==> config.mk <==
export PLATFORM = sky130hd
export DESIGN_NAME = piso_serializer
export DESIGN_NICKNAME = d
export VERILOG_FILES = /design/src/rtl/piso_serializer_pkg.sv /design/src/rtl/piso_serializer_bit_counter.sv /design/src/rtl/piso_serializer.sv
export SDC_FILE = /design/constraint.sdc
export NUM_CORES = 1
export LEC_CHECK = 0
export ABC_AREA = 1
export CORE_AREA = 5 5 42 44
export DETAILED_ROUTE_END_ITERATION = 7
export DIE_AREA = 0 0 47 49
export GPL_TIMING_DRIVEN = 0
export PLACE_DENSITY = 0.5
export RECOVER_POWER = 25
export SYNTH_ARGS = -nofsm -noshare
export SYNTH_HDL_FRONTEND = slang
export SYNTH_SLANG_ARGS = --single-unit
==> constraint.sdc <==
create_clock -name clk -period 1.2 [get_ports clk]
set_input_delay 0.18 -clock clk [delete_from_list [all_inputs] [get_ports clk]]
set_output_delay 0.18 -clock clk [all_outputs]
set_load 0.01 [all_outputs]
==> src/rtl/piso_serializer_pkg.sv <==
// piso_serializer_pkg: FSM state encoding, default width and counter-width helper shared by the serializer.
package piso_serializer_pkg;
  typedef enum logic [1:0] {
    ST_IDLE  = 2'd0,
    ST_SHIFT = 2'd1,
    ST_PAR   = 2'd2
  } state_t;
  localparam int DEF_WIDTH = 3;
  function automatic int cnt_w(input int w);
    return (w > 1) ? $clog2(w) : 1;
  endfunction
endpackage

==> src/rtl/piso_serializer_bit_counter.sv <==
// piso_bit_counter: frame bit index with clear priority over enable and a terminal flag at WIDTH-1.
module piso_bit_counter
  import piso_serializer_pkg::*;
#(
  parameter int WIDTH = DEF_WIDTH,
  localparam int CW = cnt_w(WIDTH)
) (
  input  logic          clk,
  input  logic          rst,
  input  logic          i_clr,
  input  logic          i_en,
  output logic [CW-1:0] o_cnt,
  output logic          o_tc
);
  logic [CW-1:0] r_cnt;
  always_ff @(posedge clk or posedge rst)
    if (rst) r_cnt <= '0;
    else if (i_clr) r_cnt <= '0;
    else if (i_en) r_cnt <= r_cnt + 1'b1;
  assign o_cnt = r_cnt;
  assign o_tc  = r_cnt == CW'(WIDTH - 1);
endmodule

==> src/rtl/piso_serializer.sv <==
// piso_serializer: valid/ready parallel-in serial-out shifter with gapless back-to-back frames.
// Define PISO_PARITY_EN to append one even-parity bit (PAR state) after each word.
module piso_serializer
  import piso_serializer_pkg::*;
#(
  parameter int WIDTH     = DEF_WIDTH,
  parameter bit MSB_FIRST = 1'b1
) (
  input  logic             clk,
  input  logic             rst,
  input  logic             load_valid,
  input  logic [WIDTH-1:0] load_data,
  output logic             load_ready,
  output logic             sdo,
  output logic             sdo_valid,
  output logic             frame_start,
  output logic             busy
);
  localparam int CW = cnt_w(WIDTH);
  state_t           r_state;
  logic [WIDTH-1:0] r_shreg;
  logic [CW-1:0]    w_cnt;
  logic             w_tc, w_last, w_accept, w_out;
  logic [WIDTH-1:0] w_shifted;
  assign w_out     = MSB_FIRST ? r_shreg[WIDTH-1] : r_shreg[0];
  assign w_shifted = MSB_FIRST ? {r_shreg[WIDTH-2:0], 1'b0} : {1'b0, r_shreg[WIDTH-1:1]};
  assign load_ready = (r_state == ST_IDLE) || w_last;
  assign w_accept   = load_valid && load_ready;
  assign sdo_valid  = r_state != ST_IDLE;
  assign busy       = r_state != ST_IDLE;
  assign frame_start = (r_state == ST_SHIFT) && (w_cnt == '0);
`ifdef PISO_PARITY_EN
  logic r_par;
  assign w_last = r_state == ST_PAR;
  assign sdo    = (r_state == ST_SHIFT) ? w_out : (r_state == ST_PAR) && r_par;
  always_ff @(posedge clk or posedge rst)
    if (rst) r_par <= 1'b0;
    else if (w_accept) r_par <= ^load_data;
`else
  assign w_last = (r_state == ST_SHIFT) && w_tc;
  assign sdo    = (r_state == ST_SHIFT) && w_out;
`endif
  // Counter clears at the last data bit so it sits at zero for the next frame or parity cycle.
  piso_bit_counter #(.WIDTH(WIDTH)) u_cnt (
    .clk   (clk),
    .rst   (rst),
    .i_clr (w_accept || w_tc),
    .i_en  (r_state == ST_SHIFT),
    .o_cnt (w_cnt),
    .o_tc  (w_tc)
  );
  always_ff @(posedge clk or posedge rst)
    if (rst) begin
      r_state <= ST_IDLE;
      r_shreg <= '0;
    end else if (w_accept) begin
      r_state <= ST_SHIFT;
      r_shreg <= load_data;
    end else if (r_state == ST_SHIFT) begin
      r_shreg <= w_shifted;
`ifdef PISO_PARITY_EN
      if (w_tc) r_state <= ST_PAR;
`else
      if (w_tc) r_state <= ST_IDLE;
`endif
    end else begin
      r_state <= ST_IDLE;
    end
endmodule
Yosys cells after proc, flatten, opt, wreduce, memory -nomap -nowiden
Cells that the tools add are included.

word-level totals
  output and inout port bits = 5
  input port bits = 6
  memory bits (writable) = 0
  bits in latches = 0
  bits in registers = 7
  memories kept = 0
  bits in read-only memories = 0
  word-level logic and storage cells = 25

operators by class
  add/subtract/negate cells = 1
  equality and inequality tests = 3
  multiply operators = 0
  div/mod/pow operators = 0
  reductions and logical operators = 11
  shift operators = 0
  order comparisons = 0
  mux-type cells = 7
  bitwise gates (word level) = 0

operators by type and width
  kind                 number
  $mux 2               5
  $mux 3               2
  $reduce_bool 2->1    3
  $logic_and 1x1->1    4
  $logic_not 2->1      2
  $ne 3x3->1 const B   1
  $add 2x1->2 const B  1
  $eq 2x1->1 const B   1
  $eq 2x2->1 const B   1
  $logic_or 1x1->1     2

Logic depth before layout (Yosys ltp)
Gate-level depths: netlist (run 1).

  word-level depth = 6
  depth in mapped cells = 7
  gate-level depth less buffers = 7

Modules after synthesis
From an unflattened synthesis (run 1), not the netlist that was laid out.

unflattened totals
  cells, all modules = 44
  area, all modules = 322.8 um2

modules (own cells, without submodules)
  module            area an instance (um2)  sequential area each (um2)  cells an instance  times used
  piso_serializer   219.0                   100.1                       30                 1
  piso_bit_counter  103.8                   50.0                        14                 1

Worst setup path after synthesis (run 1)
OpenSTA, ideal clock, no wires.

  path kind = register to register
  from = register u_cnt.r_cnt[0], in the netlist u_cnt.o_cnt[0]
  to = register r_shreg[1]
  cell stages (with the launch flop) = 8
  setup slack = 134 ps
  setup time = 121 ps
  path buffers = 0
  clock period less this slack = 1,066 ps
  data required time = 1,079 ps
  arrival time = 945 ps
  path through = dfrtp_1 inv_1 ha_1 inv_1 nand2_4 nand2_2 nand2_1 nand3_2

on the way
  cells in the longest elaborated chain, start to end = 5
  elaborated cells on any way between the ends = 6
  those cells by class = eq/ne: 1; mux: 1; reduce/logical: 4

ends and longest elaborated chain
  item                                         RTL line                           text
  start, declared                              piso_serializer_bit_counter.sv:15  logic [CW-1:0] r_cnt;
  start signal, assigned                       piso_serializer_bit_counter.sv:19  else if (i_en) r_cnt <= r_cnt + 1'b1;
  $eq 2x2->1 *                                 piso_serializer_bit_counter.sv:21  assign o_tc = r_cnt == CW'(WIDTH - 1);
  $logic_and 1x1->1 *                          piso_serializer.sv:40              assign w_last = (r_state == ST_SHIFT) && w_tc;
  $logic_or 1x1->1 *                           piso_serializer.sv:27              assign load_ready = (r_state == ST_IDLE) || w_last;
  via load_ready                               piso_serializer.sv:13              output logic load_ready,
  $logic_and 1x1->1 *                          piso_serializer.sv:28              assign w_accept = load_valid && load_ready;
  $mux 3 or $reduce_bool 2->1 (tied branches)  -
  end signal, assigned                         piso_serializer.sv:58              r_shreg <= load_data;
  end signal, assigned                         piso_serializer.sv:60              r_shreg <= w_shifted;
  end, declared                                piso_serializer.sv:21              logic [WIDTH-1:0] r_shreg;

Mark *: on every way through the listed nets, which the timed path passes. The rest lies on a longest branch.
A chain may end at the register's enable or synchronous reset.

Worst setup path after layout (run 1)
  from = register u_cnt.r_cnt[1], in the netlist u_cnt.o_cnt[1]
  to = output port load_ready

on the way
  cells in the longest elaborated chain, start to end = 3

ends and longest elaborated chain
  item               RTL line
  $eq 2x2->1         piso_serializer_bit_counter.sv:21
  $logic_and 1x1->1  piso_serializer.sv:40
  $logic_or 1x1->1   piso_serializer.sv:27
  end, declared      piso_serializer.sv:13

No other way between the ends.

==> results of run 1 <==
[power breakdown]
part,switching [W],internal [W],total [W]
clock network,0.0000682,0.000113,0.000181
registers,0.0000598,0.000293,0.000353
logic,0.000429,0.000481,0.000909
total,0.000557,0.000886,0.00144
[cells in the final DEF (no fill, tap or decap), types with 2 or more instances in the layout]
| cell type | n |
|---|---|
| nand2_2 | 3 |
| clkdlybuf4s50_1 | 4 |
| dfrtp_1 | 5 |
| buf_6 | 3 |
| nand3_1 | 4 |
| clkbuf_2 | 2 |
| nand2_1 | 11 |
| inv_1 | 5 |
| ha_4 | 2 |
| clkbuf_4 | 3 |
| inv_2 | 4 |
| buf_4 | 8 |
| o21ai_2 | 2 |
[stage by stage]
step / worst slack (ps) / util [%] / TNS, ps / std cells / instance area, um^2
floorplan: 134 / - / 0 / 42 / 343
global placement: -331 / 33.0 / -1110 / 68 / 463
detailed placement: -332 / 33.0 / -1130 / 68 / 463
CTS: -103 / 35.8 / -103 / 74 / 502
global route: -99.7 / 40.6 / -214 / 79 / 569
finish: -63.8 / 40.6 / -103 / 79 / 569
[flip-flops by register name, summed over array words and instances, names as in the netlist]
| name | flops |
|---|---|
| r_state | 1 |
| r_shreg | 3 |
| u_cnt.o_cnt | 2 |
[per-layer routing]
layer / share of wire, % / up-vias / global-route usage (%) / wire (um)
met3: 6.9 / 2 / 1.48 / 51
li1: - / 168 / - / -
met2: 45 / 8 / 8.37 / 329
met4: 1.6 / 0 / 6.91 / 12
met5: 0 / - / 0 / 0
met1: 46 / 136 / 9.17 / 342
[kinds of logic (layout without fill, tap and decap cells)]
logic type / after synthesis / in the layout / share of synthesized area (%)
DFF: 6 / 6 / 43.8
and+or+nand+nor: 22 / 22 / 31.8
buffers and inverters: 10 / 31 / 12.0
adders and majority gates: 2 / 2 / 7.30
AOI/OAI and AO/OA: 2 / 2 / 5.11
[synth_stat cells]
master    n
nand2_1  12
inv_1     9
dfrtp_1   6
nand3_1   4
ha_1      2
nand2_2   2
o21ai_2   2
buf_4     1
nand2_4   1
nand3_2   1
nor2_1    1
nor2_2    1
[what timing repair did]
item | CTS | global route
pin swaps | 0 | 4
resized for setup | 18 | 10
endpoints found under the setup margin | 5 | 4
setup buffers | 3 | 5
[final cells by class]
type / instances / area, um^2
Multi-Input combinational cell: 26 / 179
Tap cell: 16 / 20.0
Inverter: 9 / 33.8
Fill cell: 158 / 832
Timing Repair Buffer: 18 / 155
Clock buffer: 3 / 22.5
Buffer: 1 / 7.51
Sequential cell: 6 / 151
[worst max-delay path by stage]
stage            endpoint  slack [ps]  cells past startpoint
2_1_floorplan  r_shreg[1]         130                      7
3_3_place_gp   load_ready        -330                      5
3_5_place_dp   load_ready        -330                      5
4_1_cts        load_ready        -100                      4
5_1_grt        load_ready        -100                      5
6_report       load_ready         -60                      4
==> summary.md, run 1 <==
| Metric | Value |
|---|---|
| Achievable Freq | 0.791 GHz |
| Vias/cell | 3.97 |
| DRT iter0 DRCs | 4 |
| Synth Cell Area | 343 um^2 |
| Largest net degree at the start of global routing | 8 |
| Syn. warnings | 0 |
| CTS root buf | clkbuf_4 |
| Synth area leaders | dfrtp_1 (44%), nand2_1 (13%), inv_1 (9.9%), ha_1 (7.3%), nand3_1 (5.8%) |
| Ant diodes | 0 |
| Outcome | finished, violations left |
| Post-CTS Hold Buffers | 0 |
| Reg2Reg Depth | 8 |
| Pwr dens | 2530 mW/mm^2 |
| Share of the synthesized area in the top cell type | a little over two fifths |
| Max Cap Viol | 0 |
| Fraction of layout cells with a size suffix above 1 | 49.2% |
| Clock tree from TritonCTS | built |
| Vias | 314 |
| CP max stage cell | dfrtp_1 |
| Detailed Route WL | 736 um |
| Failing checks | negative setup slack |
| RR Endpoint | r_shreg[1] |
| R2R Path Start | u_cnt.o_cnt[0] |
| Setup CP Type | flip-flop to output pin |
| Vias in the first global route | 278 |
| H-tree depth | 1 |
| Worst Setup SP | u_cnt.o_cnt[1] |
| Syn Area/Cell | 8.16 um^2 |
| R2R Setup Slk | 40 ps |
| Synth Net Count | 50 |
| Final Max Slew Viols | 0 |
| Final #Nets | 73 |
| Row Count | 14 |
| Buf+Inv Stages, Crit Path | 2 |
| First-pass DRT Iterations | 2 |
| Tcrit/Tclk final | 105% |
| Die Area | 0.00230 mm^2 |
| RSZ-0062 raised after global routing | yes |
| Hold WS | 286 ps |
| Sequential-to-total area share from yosys stat | 43.8% |
| Final Setup Violations | 2 |
| Synth unique cells | 12 |
| Clock skew | around 6.3 ps |
| RePlAce Congestion | 0.759 |
| Rel. slew slack | a little over four fifths |
| Pleak | 0.298 nW |
| CTS Sinks | 6 |
| Initial Util | 24.5% |
| Critical Path AT | roughly 1100 ps |
| Yosys reg bits | 6 |
| Die H | 49 um |
| PnR worst setup slack | -63.8 ps |
| CTS Buf Count | 3 |
| Worst setup EP type | output pin |
| Family with the most delay on the worst path | flip-flops |
| Port bufs | 10 |
| CP max stage delay | 410 ps |
| Total Power | 0.00144 W |
| DRC errors left | 0 |
| GRT Total Usage | between 6 and 7% |
| I/O Pins | 11 |
| Syn Inst Count | 42 |
| Min-delay worst type | input pin to asynchronous set/reset pin |
| Post-route ant nets | 0 |
| Worst-path fanout max | 5 |
| First-pass GRT wire length | 1120 um |
| Final hold vios | 0 |
| CP cell instances | ha_4 > inv_2 > nand2_4 > buf_6 |
| Total core area | 0.00140 mm^2 |
| Shortest period the worst path allows | between 1000 and 1500 ps |
| Worst Setup Start Kind | flip-flop |
| Peak supply drop | 913 uV |
| Die X | around 47 um |
| Yosys top cell by area | dfrtp_1 |
| Post-DP HPWL | 511 um |
| Data required, critical path | 1020 ps |
| Clock Latency Late Sink | 240 ps |
| Initial antenna violation count | 0 |
| Area Growth Syn to Fin | 66.1% |
| Slew @ Worst Pin | roughly 230 ps |
| Grt ovf | 0 |
| Routed WL per cell | 9.32 um |
| Clk pin slew, worst setup/hold paths | 50 ps |
| Clk buf depth | 2 |
Power figures use the tool's default switching activity.
==> run 2, diff against run 1 <==
--- a/config.mk
+++ b/config.mk
@@ -12,6 +12,7 @@
 export GPL_TIMING_DRIVEN = 0
 export PLACE_DENSITY = 0.5
 export RECOVER_POWER = 25
+export SLEW_MARGIN = 20
 export SYNTH_ARGS = -nofsm -noshare
 export SYNTH_HDL_FRONTEND = slang
 export SYNTH_SLANG_ARGS = --single-unit
==> results of run 2 <==
Final layout, timing and power as in run 1 (identical DEF).
